$ cat src/rtl/led_code_sequencer_pkg.sv
// Shared types and helpers for the LED select-code sequencer.
// The state enum, code width and wrap arithmetic are defined once here.
package led_seq_pkg;

    localparam int CODE_W = 3;

    typedef enum logic {
        RUN   = 1'b0,
        PAUSE = 1'b1
    } seq_state_t;

    // Next code in the current direction, wrapping between code_max and 0.
    function automatic logic [CODE_W-1:0] next_code(
        input logic [CODE_W-1:0] cur,
        input logic              down,
        input logic [CODE_W-1:0] code_max
    );
        if (down)
            return (cur == '0) ? code_max : cur - 1'b1;
        return (cur == code_max) ? '0 : cur + 1'b1;
    endfunction

endpackage

$ cat src/rtl/led_code_sequencer_key_debounce.sv
// Button conditioner: 2-flop synchronizer, stability counter and a
// single-cycle press pulse on an accepted 1->0 transition of the key level.
module key_debounce #(
    parameter int DEBOUNCE_CYCLES = 1000000
) (
    input  logic clk,
    input  logic rst,
    input  logic key_n,
    output logic press
);

    localparam int CNT_W = (DEBOUNCE_CYCLES > 1) ? $clog2(DEBOUNCE_CYCLES) : 1;
    localparam logic [CNT_W-1:0] CNT_LAST = CNT_W'(DEBOUNCE_CYCLES - 1);

    logic [1:0]       sync;
    logic             stable;
    logic             stable_d;
    logic [CNT_W-1:0] cnt;

    always_ff @(posedge clk or posedge rst) begin
        if (rst) begin
            sync     <= 2'b11;
            stable   <= 1'b1;
            stable_d <= 1'b1;
            cnt      <= '0;
            press    <= 1'b0;
        end else begin
            sync     <= {sync[0], key_n};
            stable_d <= stable;
            // Pulse only on the falling edge of the accepted level.
            press    <= stable_d & ~stable;
            if (sync[1] == stable)
                cnt <= '0;
            else if (cnt == CNT_LAST) begin
                stable <= ~stable;
                cnt    <= '0;
            end else
                cnt <= cnt + 1'b1;
        end
    end

endmodule

$ cat src/rtl/led_code_sequencer.sv
// Prescaled 3-bit LED select-code generator with run/pause and direction
// buttons; feeds the downstream 3-to-8 decoder (code[2]=a, code[1]=b, code[0]=c).
module led_code_sequencer
    import led_seq_pkg::*;
#(
    parameter int TICK_DIV        = 62500000,
    parameter int DEBOUNCE_CYCLES = 1000000,
    parameter int CODE_MAX        = 5
) (
    input  logic              clk,
    input  logic              rst,
    input  logic              key_run_n,
    input  logic              key_dir_n,
    output logic [CODE_W-1:0] code,
    output logic              code_stb,
    output logic              running,
    output logic              dir_down
);

    localparam int PRE_W = (TICK_DIV > 1) ? $clog2(TICK_DIV) : 1;
    localparam logic [PRE_W-1:0]  PRE_LAST  = PRE_W'(TICK_DIV - 1);
    localparam logic [CODE_W-1:0] CODE_LAST = CODE_W'(CODE_MAX);

    logic run_press;
    logic dir_press;

    key_debounce #(.DEBOUNCE_CYCLES(DEBOUNCE_CYCLES)) u_key_run (
        .clk   (clk),
        .rst   (rst),
        .key_n (key_run_n),
        .press (run_press)
    );

    key_debounce #(.DEBOUNCE_CYCLES(DEBOUNCE_CYCLES)) u_key_dir (
        .clk   (clk),
        .rst   (rst),
        .key_n (key_dir_n),
        .press (dir_press)
    );

    seq_state_t        state, state_nxt;
    logic [PRE_W-1:0]  pre, pre_nxt;
    logic [CODE_W-1:0] code_nxt;
    logic              stb_nxt;
    logic              dir_nxt;

    always_ff @(posedge clk or posedge rst) begin
        if (rst) begin
            state    <= RUN;
            pre      <= '0;
            code     <= '0;
            code_stb <= 1'b0;
            dir_down <= 1'b0;
        end else begin
            state    <= state_nxt;
            pre      <= pre_nxt;
            code     <= code_nxt;
            code_stb <= stb_nxt;
            dir_down <= dir_nxt;
        end
    end

    always_comb begin
        state_nxt = state;
        pre_nxt   = pre;
        code_nxt  = code;
        stb_nxt   = 1'b0;
        // A step in the same cycle still uses the old dir_down below.
        dir_nxt   = dir_down ^ dir_press;
        unique case (state)
            RUN: begin
                if (run_press) begin
                    // Pausing wins over a step that falls in the same cycle.
                    state_nxt = PAUSE;
                    pre_nxt   = '0;
                end else if (pre == PRE_LAST) begin
                    pre_nxt  = '0;
                    code_nxt = next_code(code, dir_down, CODE_LAST);
                    stb_nxt  = 1'b1;
                end else begin
                    pre_nxt = pre + 1'b1;
                end
            end
            PAUSE: begin
                pre_nxt = '0;
                if (run_press)
                    state_nxt = RUN;
            end
            default: state_nxt = RUN;
        endcase
    end

    assign running = (state == RUN);

endmodule
$ cat config.mk
export PLATFORM = sky130hd
export DESIGN_NAME = led_code_sequencer
export DESIGN_NICKNAME = d
export VERILOG_FILES = /design/src/rtl/led_code_sequencer_pkg.sv /design/src/rtl/led_code_sequencer_key_debounce.sv /design/src/rtl/led_code_sequencer.sv
export SDC_FILE = /design/constraint.sdc
export NUM_CORES = 1
export LEC_CHECK = 0
export CORE_MARGIN = 10
export CORE_UTILIZATION = 30
export DETAILED_ROUTE_END_ITERATION = 7
export PLACE_DENSITY_LB_ADDON = 0.05
export SYNTH_ARGS = -nofsm -noshare
export SYNTH_HDL_FRONTEND = slang
export SYNTH_SLANG_ARGS = --single-unit
$ cat constraint.sdc
create_clock -name clk -period 3.25 [get_ports clk]
set_input_delay 0.325 -clock clk [delete_from_list [all_inputs] [get_ports clk]]
set_output_delay 0.325 -clock clk [all_outputs]
set_load 0.02 [all_outputs]
==> results.ini, run 1 <==
[synthesis]
synth_cells = 385
synthArstFlopShare = 1.00
syn-cell-area_sq_um = 3990
ys_seq_area_frac = 0.517
synth_edf_count = 0
yosysUniqueCellTypes = 40
syn_nets = 394
avgSynthCellArea_sq_um = 10.4
ys.flop_type = dfrtp_1
ys_ff_latch = 82
yosysWarnings = 0

[timing]
skew_ns = 0.00590
grt_setup_unrepaired = no
tightest_slew_ns = 0.714
fin_crit_ns = 2.09
drv_slew = 0
fin_ws_ns = 1.16
setup_tns_ns = 0
maxSlewHeadroom = 0.523
hold_viol = 0
finalCritPeriodShare = 0.642
setup_viol = 0
timing.fmax_mhz = 479

[route]
routed_wl_mm = 7.89
wl_per_cell_um = 13.7
ant_nets = 0
first_pass_iters = 4
initialDrtViolationCount = 130
drc = 0
avgViaCountPerCell = 4.55
vias = 2621

[global_routing]
grt_use_met3 = 0.0312
grt_pass1_vias = 2722
use_met1 = 0.121
grt_antenna_before_repair = 0
grt_usage = 0.0953
grt_max_degree = 45
grt-ovfl-total = 0
use_met2 = 0.147
top_usage_layer = met2
grt_pass1_wl_mm = 14.1

[setup_path]
criticalPathCategory = flip-flop to flip-flop
path_cells = ha_1 -> nand4_4 -> nor4_4 -> nand3_1 -> nand2_2 -> nor2_1
cp_slowest_cell = dfrtp_1
start_kind = flip-flop
worstPathMaxFanout = 23
rrSetupSlack_ns = 1.16
cp.arrival_ns = 2.28
end_kind = flip-flop
required_ns = 3.45
crit_path_max_incr_delay_ns = 0.41

[run]
maxCapViolCount = 0

[clock_tree]
root_buffer = clkbuf_16
htree_num_levels = 3
cts.hold.buffers_added = 0
clockBufferDepth = 2
cts_setup_buffers = 0
cts_made_buffers = 9
clk_pin_slew_ns = 0.06
ctsResizeCount = 0
clock_latency_ns = 0.34
cts_sinks = 82
cts_tree = built

[placed_design]
dp_worst_setup_slack_ns = 1.14
gp_congestion = 0.715
dpl.cell_count = 560
port_buffers = 9
dpl.hpwl_mm = 5.28

[power]
sw_frac_of_total = 0.210
power.total_mw = 2.06
clock_power_share = 0.471
power.switching_mw = 0.433
pwr-share-comb = 0.024
power.internal_mw = 1.63
leakagePower_nw = 1.96
seqPwrFrac = 0.505
ir_drop_mv = 0.253
power.density_nw_per_um2 = 454

[final_layout]
final_layout_size_suffix_gt1_frac = 0.100
finalNonFillerCells = 576
num-fill-cells = 1370
fin_nets = 404
antenna_cells = 0
syn2layout_area_growth_pct = 13.8

[floorplan]
die_w_um = 135
core_sq_um = 13100
die-height_um = 135
rows = 42
io_pins = 10
initial_utilization = 0.304
die-area_sq_um = 18300

[run_status]
status = completed

[worst_hold_path]
hp-class = flip-flop to flip-flop

path summary, 6_finish.rpt:
path                                                   from                      endpoint  cells past startpoint
worst max-delay path                       pre[0]$_DFF_PP0_             pre[17]$_DFF_PP0_                      6
worst min-delay path            u_key_run.sync[0]$_DFF_PP1_   u_key_run.sync[1]$_DFF_PP1_                      0
worst max register to register             pre[0]$_DFF_PP0_             pre[17]$_DFF_PP0_                      6
worst min register to register  u_key_run.sync[0]$_DFF_PP1_   u_key_run.sync[1]$_DFF_PP1_                      0
max in group asynchronous                               rst  u_key_run.stable$_DFFE_PP1P_                      3
min in group asynchronous                               rst    u_key_dir.cnt[4]$_DFF_PP0_                      2
through the flow:
stage,cell area [sq um],util,hold WS [ns]
6_report,4540,0.346,0.357
5_1_grt,4540,0.346,0.360
4_1_cts,4540,0.346,0.359
3_5_place_dp,4260,0.324,0.350
3_3_place_gp,4260,0.324,0.346
2_1_floorplan,3990,-,0.329
worst max-delay path, delay by kind of cell (launching register included):
kind          cells  cell delay (ns)
simple gates      5             1.23
fa+ha+maj         1             0.31
flops             1             0.41
cells in the final DEF (no fill, tap or decap), types with 2 or more instances in the layout:
| cell | n |
|---|---|
| nor2_2 | 2 |
| nand4_2 | 2 |
| or2_1 | 2 |
| nand4b_1 | 4 |
| nor4_4 | 3 |
| nand4_4 | 2 |
| mux2_2 | 2 |
| and3_1 | 10 |
| nor3_2 | 3 |
| clkbuf_1 | 4 |
| nor2_1 | 76 |
| nor4b_1 | 2 |
| nand3_1 | 26 |
| nor4_2 | 2 |
| clkdlybuf4s50_1 | 9 |
| nor4_1 | 4 |
| and2_1 | 3 |
| xnor2_1 | 24 |
| nor3_1 | 9 |
| dfstp_2 | 8 |
| ha_1 | 5 |
| clkbuf_8 | 3 |
| and4_1 | 9 |
| clkbuf_16 | 9 |
| inv_1 | 10 |
| xor2_1 | 39 |
| nor2b_1 | 2 |
| nand2_1 | 24 |
| nand4_1 | 15 |
| dfrtp_1 | 74 |
routing by layer:
metal  up-vias  routed length (um)
met5         -                   0
met4         0                 132
met3         8                 255
met2        19                3620
met1      1268                3880
li1       1326                   -
synthesized netlist by cell type (2+ instances only):
cell type  instances  share of area
and2_1             3         0.0047
and3_1            10          0.016
and4_1             9          0.020
buf_2              5         0.0063
buf_4              4         0.0075
clkbuf_1           2         0.0019
dfrtp_1           74           0.46
dfstp_2            8          0.053
ha_1               5          0.016
inv_1             11          0.010
mux2_2             2         0.0056
nand2_1           24          0.023
nand3_1           26          0.033
nand4_1           15          0.024
nand4_2            2         0.0063
nand4_4            2          0.011
nand4b_1           4         0.0088
nor2_1            76          0.071
nor2_2             2         0.0031
nor2b_1            2         0.0031
nor3_1             9          0.011
nor3_2             3         0.0075
nor4_1             4         0.0063
nor4_2             2         0.0063
nor4_4             3          0.016
nor4b_1            2         0.0044
or2_1              2         0.0031
xnor2_1           24          0.053
xor2_1            39          0.086
power by group through the flow:
stage	logic, mW	clock network [mW]	registers (mW)
2_1_floorplan	0.0354	0	1.06
3_3_place_gp	0.0530	0	1.06
3_5_place_dp	0.0523	0	1.06
4_1_cts	0.0526	1.02	1.04
5_1_grt	0.0585	1.06	1.04
6_report	0.0493	0.971	1.04
registers in the layout, summed over array words and instances, names as in the netlist:
name,cells
u_key_dir.cnt,20
u_key_run.stable_d,1
u_key_dir.press,1
pre,26
u_key_dir.sync,2
state,1
dir_down,1
u_key_dir.stable,1
u_key_run.cnt,20
u_key_run.press,1
u_key_dir.stable_d,1
u_key_run.stable,1
code,3
u_key_run.sync,2
code_stb,1
final cells by class:
cell class                 count  area, sq um  area share
sequential                    82         2060       0.454
multi-input combinational    281         1830       0.402
clock buffer                  16          282      0.0620
tap                          176          220      0.0485
timing repair buffer          10          110      0.0242
inverter                      11         42.5     0.00937
kinds of logic (layout without fill, tap and decap cells):
| group | count (synthesis) | in the layout | share of synthesized area |
|---|---|---|---|
| XOR/XNOR | 63 | 63 | 0.138 |
| AND/OR/NAND/NOR | 205 | 205 | 0.287 |
| adder cells (fa/ha/maj) | 5 | 5 | 0.0157 |
| flip-flops | 82 | 82 | 0.517 |
| buffers and inverters | 22 | 37 | 0.0260 |
| AO/OA/AOI/OAI | 5 | 5 | 0.00783 |
| multiplexers | 3 | 3 | 0.00815 |
Power figures use the tool's default switching activity.
==> run 2, diff against run 1 <==
- clock period: 3.25 -> 1.75 ns (I/O delays scaled with it)
==> run 2 against run 1 <==
Against the previous run: maximum frequency rose by 24%; critical path depth did not move; clock skew barely moved; clock power rose by 110%; largest power group is now the clock network.
==> results.ini, run 2 (same netlist as run 1, synthesis figures left out) <==
[power]
sw_frac_of_total = 0.206  ; -0.00387
ir_drop_mv = 0.335  ; +32%
clock_power_share = 0.501  ; +0.030
pwr-share-comb = 0.028  ; +0.004
leakagePower_nw = 2.16  ; +11%
power.density_nw_per_um2 = 820  ; +81%
power.internal_mw = 3.25  ; +99%
seqPwrFrac = 0.472  ; -0.033
power.switching_mw = 0.844  ; +95%

[timing]
finalCritPeriodShare = 0.965  ; +0.322
hold_viol = 0  ; unchanged
grt_setup_unrepaired = yes
setup_viol = 0  ; unchanged
fin_ws_ns = 0.0614  ; -1.10 ns
drv_slew = 0  ; unchanged
setup_tns_ns = 0  ; unchanged
timing.fmax_mhz = 592  ; +24%
skew_ns = 0.00572  ; -0.000187 ns
fin_crit_ns = 1.69  ; -0.400 ns
tightest_slew_ns = 0.341  ; -0.374 ns
maxSlewHeadroom = 0.772  ; +0.249

[floorplan]
die_w_um = 135  ; unchanged
rows = 42  ; unchanged
die-height_um = 135  ; unchanged
initial_utilization = 0.304  ; unchanged
core_sq_um = 13100  ; unchanged
die-area_sq_um = 18300  ; unchanged
io_pins = 10  ; unchanged

[route]
first_pass_iters = 4  ; unchanged
vias = 2807  ; +7.1%
avgViaCountPerCell = 4.57  ; +0.47%
routed_wl_mm = 8.35  ; +5.8%
wl_per_cell_um = 13.6  ; -0.73%
drc = 0  ; unchanged
ant_nets = 0  ; unchanged
initialDrtViolationCount = 119  ; -8.5%

[placed_design]
dpl.hpwl_mm = 5.74  ; +8.6%
dp_worst_setup_slack_ns = -0.0270  ; -1.17 ns
place_area_sq_um = 4570  ; +7.2%
gp_congestion = 0.736  ; +2.9%
port_buffers = 9  ; unchanged

[clock_tree]
root_buffer = clkbuf_16
cts_sinks = 82  ; unchanged
clock_latency_ns = 0.34  ; about the same
htree_num_levels = 3  ; unchanged
clockBufferDepth = 2  ; unchanged
cts_tree = built
cts.hold.buffers_added = 0  ; unchanged
clk_pin_slew_ns = 0.06  ; about the same
cts_made_buffers = 9  ; unchanged

[worst_hold_path]
hp-class = primary input to flip-flop

[setup_path]
r2r-end = code[1]$_DFFE_PP0P_
cp_slowest_cell = dfrtp_1
crit_start = pre[1]$_DFF_PP0_
worstPathMaxFanout = 5  ; -78%
start_kind = flip-flop
path_cells = ha_4 -> nand4_4 -> nor4_4 -> nand4_4 -> o31ai_2 -> nand3_1
crit_path_max_incr_delay_ns = 0.40  ; about the same
end_kind = flip-flop
cp.arrival_ns = 1.91  ; -0.37 ns
criticalPathCategory = flip-flop to flip-flop
crit_top_cell = nand4_4
required_ns = 1.97  ; -1.48 ns
rrSetupSlack_ns = 0.06  ; -1.10 ns
r2r_cells = 6  ; unchanged
cp-endpoint = code[1]$_DFFE_PP0P_
r2r-start = pre[1]$_DFF_PP0_

[run]
maxCapViolCount = 0  ; unchanged

[global_routing]
grt_max_degree = 61  ; +36%
grt_antenna_before_repair = 0  ; unchanged
grt_usage = 0.100  ; +0.00504
grt-ovfl-total = 0  ; unchanged
grt_pass1_wl_mm = 14.7  ; +4.7%
grt_pass1_vias = 2924  ; +7.4%

[final_layout]
largest_reg_flops = 26  ; unchanged
syn2layout_area_growth_pct = 25.0
reg_top3 = pre: 26 flops, u_key_dir.cnt: 20 flops, u_key_run.cnt: 20 flops
final_layout_size_suffix_gt1_frac = 0.208  ; +0.108
layout_commonest_cell = nor2_1
antenna_cells = 0  ; unchanged
final_cell_mix = 73 x nor2_1, 72 x dfrtp_1, 39 x xor2_1
top_register = pre
final_util = 0.380  ; +0.0340
fin_nets = 442  ; +9.4%
finalInstanceArea_sq_um = 4990  ; +9.8%

[run_status]
status = completed

==> run 2: cell count changes in the layout (fill, tap and decap cells not counted), moves of 2 or more <==
cell	change
nor2_2	+3
clkbuf_8	-2
dfrtp_2	+2
dfrtp_1	-2
buf_4	+34
bufinv_16	+2
nor2_1	-3
buf_12	+4
ha_1	-2
==> run 2: power groups by stage <==
stage,registers [mW],clock network (mW),logic [mW]
floorplan,1.96,0,0.0663
global placement,1.96,0,0.120
detailed placement,1.96,0,0.120
CTS,1.93,2.12,0.120
global route,1.93,2.21,0.133
finish,1.93,2.05,0.114
==> run 2: layer usage <==
metal	global-route usage	vias up	share of wire
met2	0.150	20	0.46
met3	0.0300	14	0.027
met4	0.0395	0	0.018
met1	0.133	1372	0.50
li1	-	1401	-
met5	0	-	0
==> run 2: worst min path at each step <==
| stage | from | cells after the start | end |
|---|---|---|---|
| 6_report | key_run_n | 1 | u_key_run.sync[0]$_DFF_PP1_ |
| 3_5_place_dp | u_key_run.sync[0]$_DFF_PP1_ | 0 | u_key_run.sync[1]$_DFF_PP1_ |
| 5_1_grt | key_dir_n | 1 | u_key_dir.sync[0]$_DFF_PP1_ |
| 3_3_place_gp | u_key_dir.sync[0]$_DFF_PP1_ | 0 | u_key_dir.sync[1]$_DFF_PP1_ |
| 4_1_cts | key_run_n | 1 | u_key_run.sync[0]$_DFF_PP1_ |
| 2_1_floorplan | key_dir_n | 0 | u_key_dir.sync[0]$_DFF_PP1_ |
==> run 2: layout make-up <==
cell class | count | area, sq um
inverters | 11 | 45.0
multi-input cells | 281 | 1900
clock inverters | 3 | 65.1
flip-flops and latches | 82 | 2060
well taps | 176 | 220
clock buffers | 13 | 250
repair buffers | 48 | 445
fillers | 1333 | 8150
==> run 2: repair_timing <==
action | 4_1_cts | 5_1_grt
pin swaps | 2 | 6
setup buffers | 0 | 4
resized for setup | 1 | 15
gates cloned | 0 | 0
setup endpoints to repair | 1 | 42
==> run 2: worst max-delay path, delay by kind of cell (launching register included) <==
family,cells,cell delay (ns)
AO/OA/AOI/OAI,1,0.23
flip-flops,1,0.40
adder cells (fa/ha/maj),1,0.17
AND/OR/NAND/NOR,4,0.76
==> run 2: stage by stage <==
stage          hold slack, ns  power (mW)  std cells
4_1_cts                 0.219        4.16        610
3_5_place_dp            0.350        2.08        594
2_1_floorplan           0.179        2.03        385
5_1_grt                 0.246        4.27        614
6_report                0.234        4.09        614
3_3_place_gp            0.346        2.08        594
==> run 3, diff against run 2 <==
- CORE_MARGIN: 10 -> unset
==> run 3 against run 2 <==
Against the previous run: the flow now finishes with violations (setup timing); non-clock buffer count fell by 1; highest routed layer unchanged; cell count fell by 0.81%; clock power rose by 15%.
==> results.ini, run 3 (same netlist as run 1, synthesis figures left out) <==
[setup_path]
r2r-start = pre[1]$_DFF_PP0_
cpLargestDelayFamily = simple AND/OR/NAND/NOR gates
criticalPathCategory = flip-flop to flip-flop
crit_path_max_incr_delay_ns = 0.41  ; about the same
path_cells = ha_4 -> nand4_4 -> nor4_4 -> buf_4 -> nand3_2 -> nand2_4 -> buf_12 -> nor2_1
r2r_cells = 8  ; +2
start_kind = flip-flop
r2r-end = pre[6]$_DFF_PP0_
rrSetupSlack_ns = -0.01  ; -0.07 ns
cp_slowest_cell = dfrtp_1
cp.arrival_ns = 1.99  ; +0.08 ns
end_kind = flip-flop
path_buf_inv = 2  ; +2
required_ns = 1.98  ; about the same
worstPathMaxFanout = 12  ; +7

[timing]
finalCritPeriodShare = 1.01  ; +0.0411
skew_ns = 0.00727  ; +0.00155 ns
grt_setup_unrepaired = yes
holdWs_ns = 0.240  ; +0.00571 ns
fin_crit_ns = 1.76  ; +0.0718 ns
maxSlewHeadroom = 0.759  ; -0.0132
hold_viol = 0  ; unchanged
tightest_slew_ns = 0.359  ; +0.0183 ns
setup_viol = 12  ; +12
fin_ws_ns = -0.0104  ; -0.0718 ns
timing.fmax_mhz = 568  ; -4.1%
drv_slew = 0  ; unchanged
setup_tns_ns = -0.0805  ; -0.0805 ns

[floorplan]
core_sq_um = 12800  ; -2.8%
rows = 41  ; -2.4%
die-height_um = 117  ; -13%
io_pins = 10  ; unchanged
die-area_sq_um = 13800  ; -25%
initial_utilization = 0.312  ; +0.00866
die_w_um = 117  ; -13%

[power]
pwr-share-comb = 0.026  ; -0.002
power.total_mw = 4.39  ; +7.3%
seqPwrFrac = 0.439  ; -0.033
ir_drop_mv = 0.500  ; +49%
leakagePower_nw = 2.22  ; +2.6%
power.internal_mw = 3.53  ; +8.8%
sw_frac_of_total = 0.195  ; -0.0111
power.switching_mw = 0.857  ; +1.6%
clock_power_share = 0.535  ; +0.034
power.density_nw_per_um2 = 879  ; +7.2%

[route]
initialDrtViolationCount = 150  ; +26%
routed_wl_mm = 8.17  ; -2.1%
ant_nets = 0  ; unchanged
wl_per_cell_um = 13.4  ; -1.3%
avgViaCountPerCell = 4.58  ; +0.21%
drc = 0  ; unchanged
vias = 2790  ; -0.61%
first_pass_iters = 4  ; unchanged

[run_status]
violations = setup timing
status = finished, violations left

[worst_hold_path]
hp-class = primary input to flip-flop
hp-start = key_dir_n
hold_end = u_key_dir.sync[0]$_DFF_PP1_
min_path_cells = 1  ; unchanged

[run]
maxCapViolCount = 0  ; unchanged

[global_routing]
grt-ovfl-total = 0  ; unchanged
grt_usage = 0.131  ; +0.0302
grt_pass1_vias = 2828  ; -3.3%
grt_pass1_wl_mm = 14.1  ; -4.2%
grt_max_degree = 62  ; +1.6%
grt_antenna_before_repair = 0  ; unchanged

[clock_tree]
htree_num_levels = 3  ; unchanged
cts_tree = built
cts_sinks = 82  ; unchanged
cts_made_buffers = 9  ; unchanged
clk_pin_slew_ns = 0.06  ; about the same
root_buffer = clkbuf_16
clockBufferDepth = 2  ; unchanged
clock_latency_ns = 0.34  ; about the same

[placed_design]
port_buffers = 9  ; unchanged
gp_congestion = 0.724  ; -1.6%
dpl.hpwl_mm = 5.57  ; -2.9%
place_area_sq_um = 4560  ; -0.11%
dp_worst_setup_slack_ns = -0.0154  ; +0.0116 ns

[final_layout]
antenna_cells = 0  ; unchanged
num-fill-cells = 1256  ; -5.8%
reg_top3 = pre: 26 flops, u_key_dir.cnt: 20 flops, u_key_run.cnt: 20 flops
final_cell_mix = 76 x nor2_1, 74 x dfrtp_1, 39 x xor2_1
final_layout_size_suffix_gt1_frac = 0.192  ; -0.0155
layout_commonest_cell = nor2_1
top_register = pre
finalInstanceArea_sq_um = 4990  ; +0.13%
largest_reg_flops = 26  ; unchanged
fin_nets = 441  ; -0.23%
syn2layout_area_growth_pct = 25.1

[run 3: changes by cell type in the layout (fill, tap and decap cells not counted), sizes merged]
cell and delta:
buf -1, bufinv +2, clkbuf -2
[run 3: how the worst max path moves through the flow]
stage                          start                   to  slack [ns]  depth (start not counted)
finish              pre[1]$_DFF_PP0_     pre[6]$_DFF_PP0_       -0.01                          8
global placement    pre[0]$_DFF_PP0_  code[1]$_DFFE_PP0P_       0.006                          6
floorplan           pre[0]$_DFF_PP0_  code[1]$_DFFE_PP0P_        0.03                          6
global route        pre[1]$_DFF_PP0_  code[1]$_DFFE_PP0P_       -0.11                          6
CTS                 pre[0]$_DFF_PP0_  code[1]$_DFFE_PP0P_        0.01                          6
detailed placement  pre[0]$_DFF_PP0_  code[1]$_DFFE_PP0P_       -0.02                          6
[run 3: repair_timing]
action                     in CTS  in global routing
gates resized for setup         1                  6
buffers inserted                0                  3
pin swaps                       1                  7
setup endpoints to repair       1                 30
hold buffers                    0                  0
hold endpoints to repair        0                  0
[run 3: power groups by stage]
stage / registers, mW / clock network, mW / logic [mW]
after CTS: 1.93 / 2.44 / 0.120
final: 1.93 / 2.35 / 0.114
after global placement: 1.96 / 0 / 0.119
after global routing: 1.93 / 2.50 / 0.132
after floorplan: 1.96 / 0 / 0.0663
after detailed placement: 1.96 / 0 / 0.120
[run 3: metal layers]
| layer | track usage | vias up | share of wire |
|---|---|---|---|
| met3 | 0.0297 | 13 | 0.025 |
| met5 | 0 | - | 0 |
| met4 | 0.0633 | 0 | 0.020 |
| met2 | 0.195 | 28 | 0.45 |
| li1 | - | 1399 | - |
| met1 | 0.178 | 1350 | 0.50 |
[run 3: per-stage QoR]
step                      instances  utilization
after floorplan                 385            -
after global placement          590        0.357
after detailed placement        590        0.357
after CTS                       606        0.386
after global routing            609        0.391
final                           609        0.391
[run 3: area by class of cell]
| class | count | area (sq um) | area share |
|---|---|---|---|
| tap | 172 | 215 | 0.0431 |
| clock buffer | 11 | 243 | 0.0486 |
| sequential | 82 | 2060 | 0.413 |
| clock inverter | 5 | 125 | 0.0251 |
| multi-input combinational | 281 | 1870 | 0.374 |
| inverter | 11 | 45.0 | 0.00902 |
| timing repair buffer | 47 | 438 | 0.0877 |
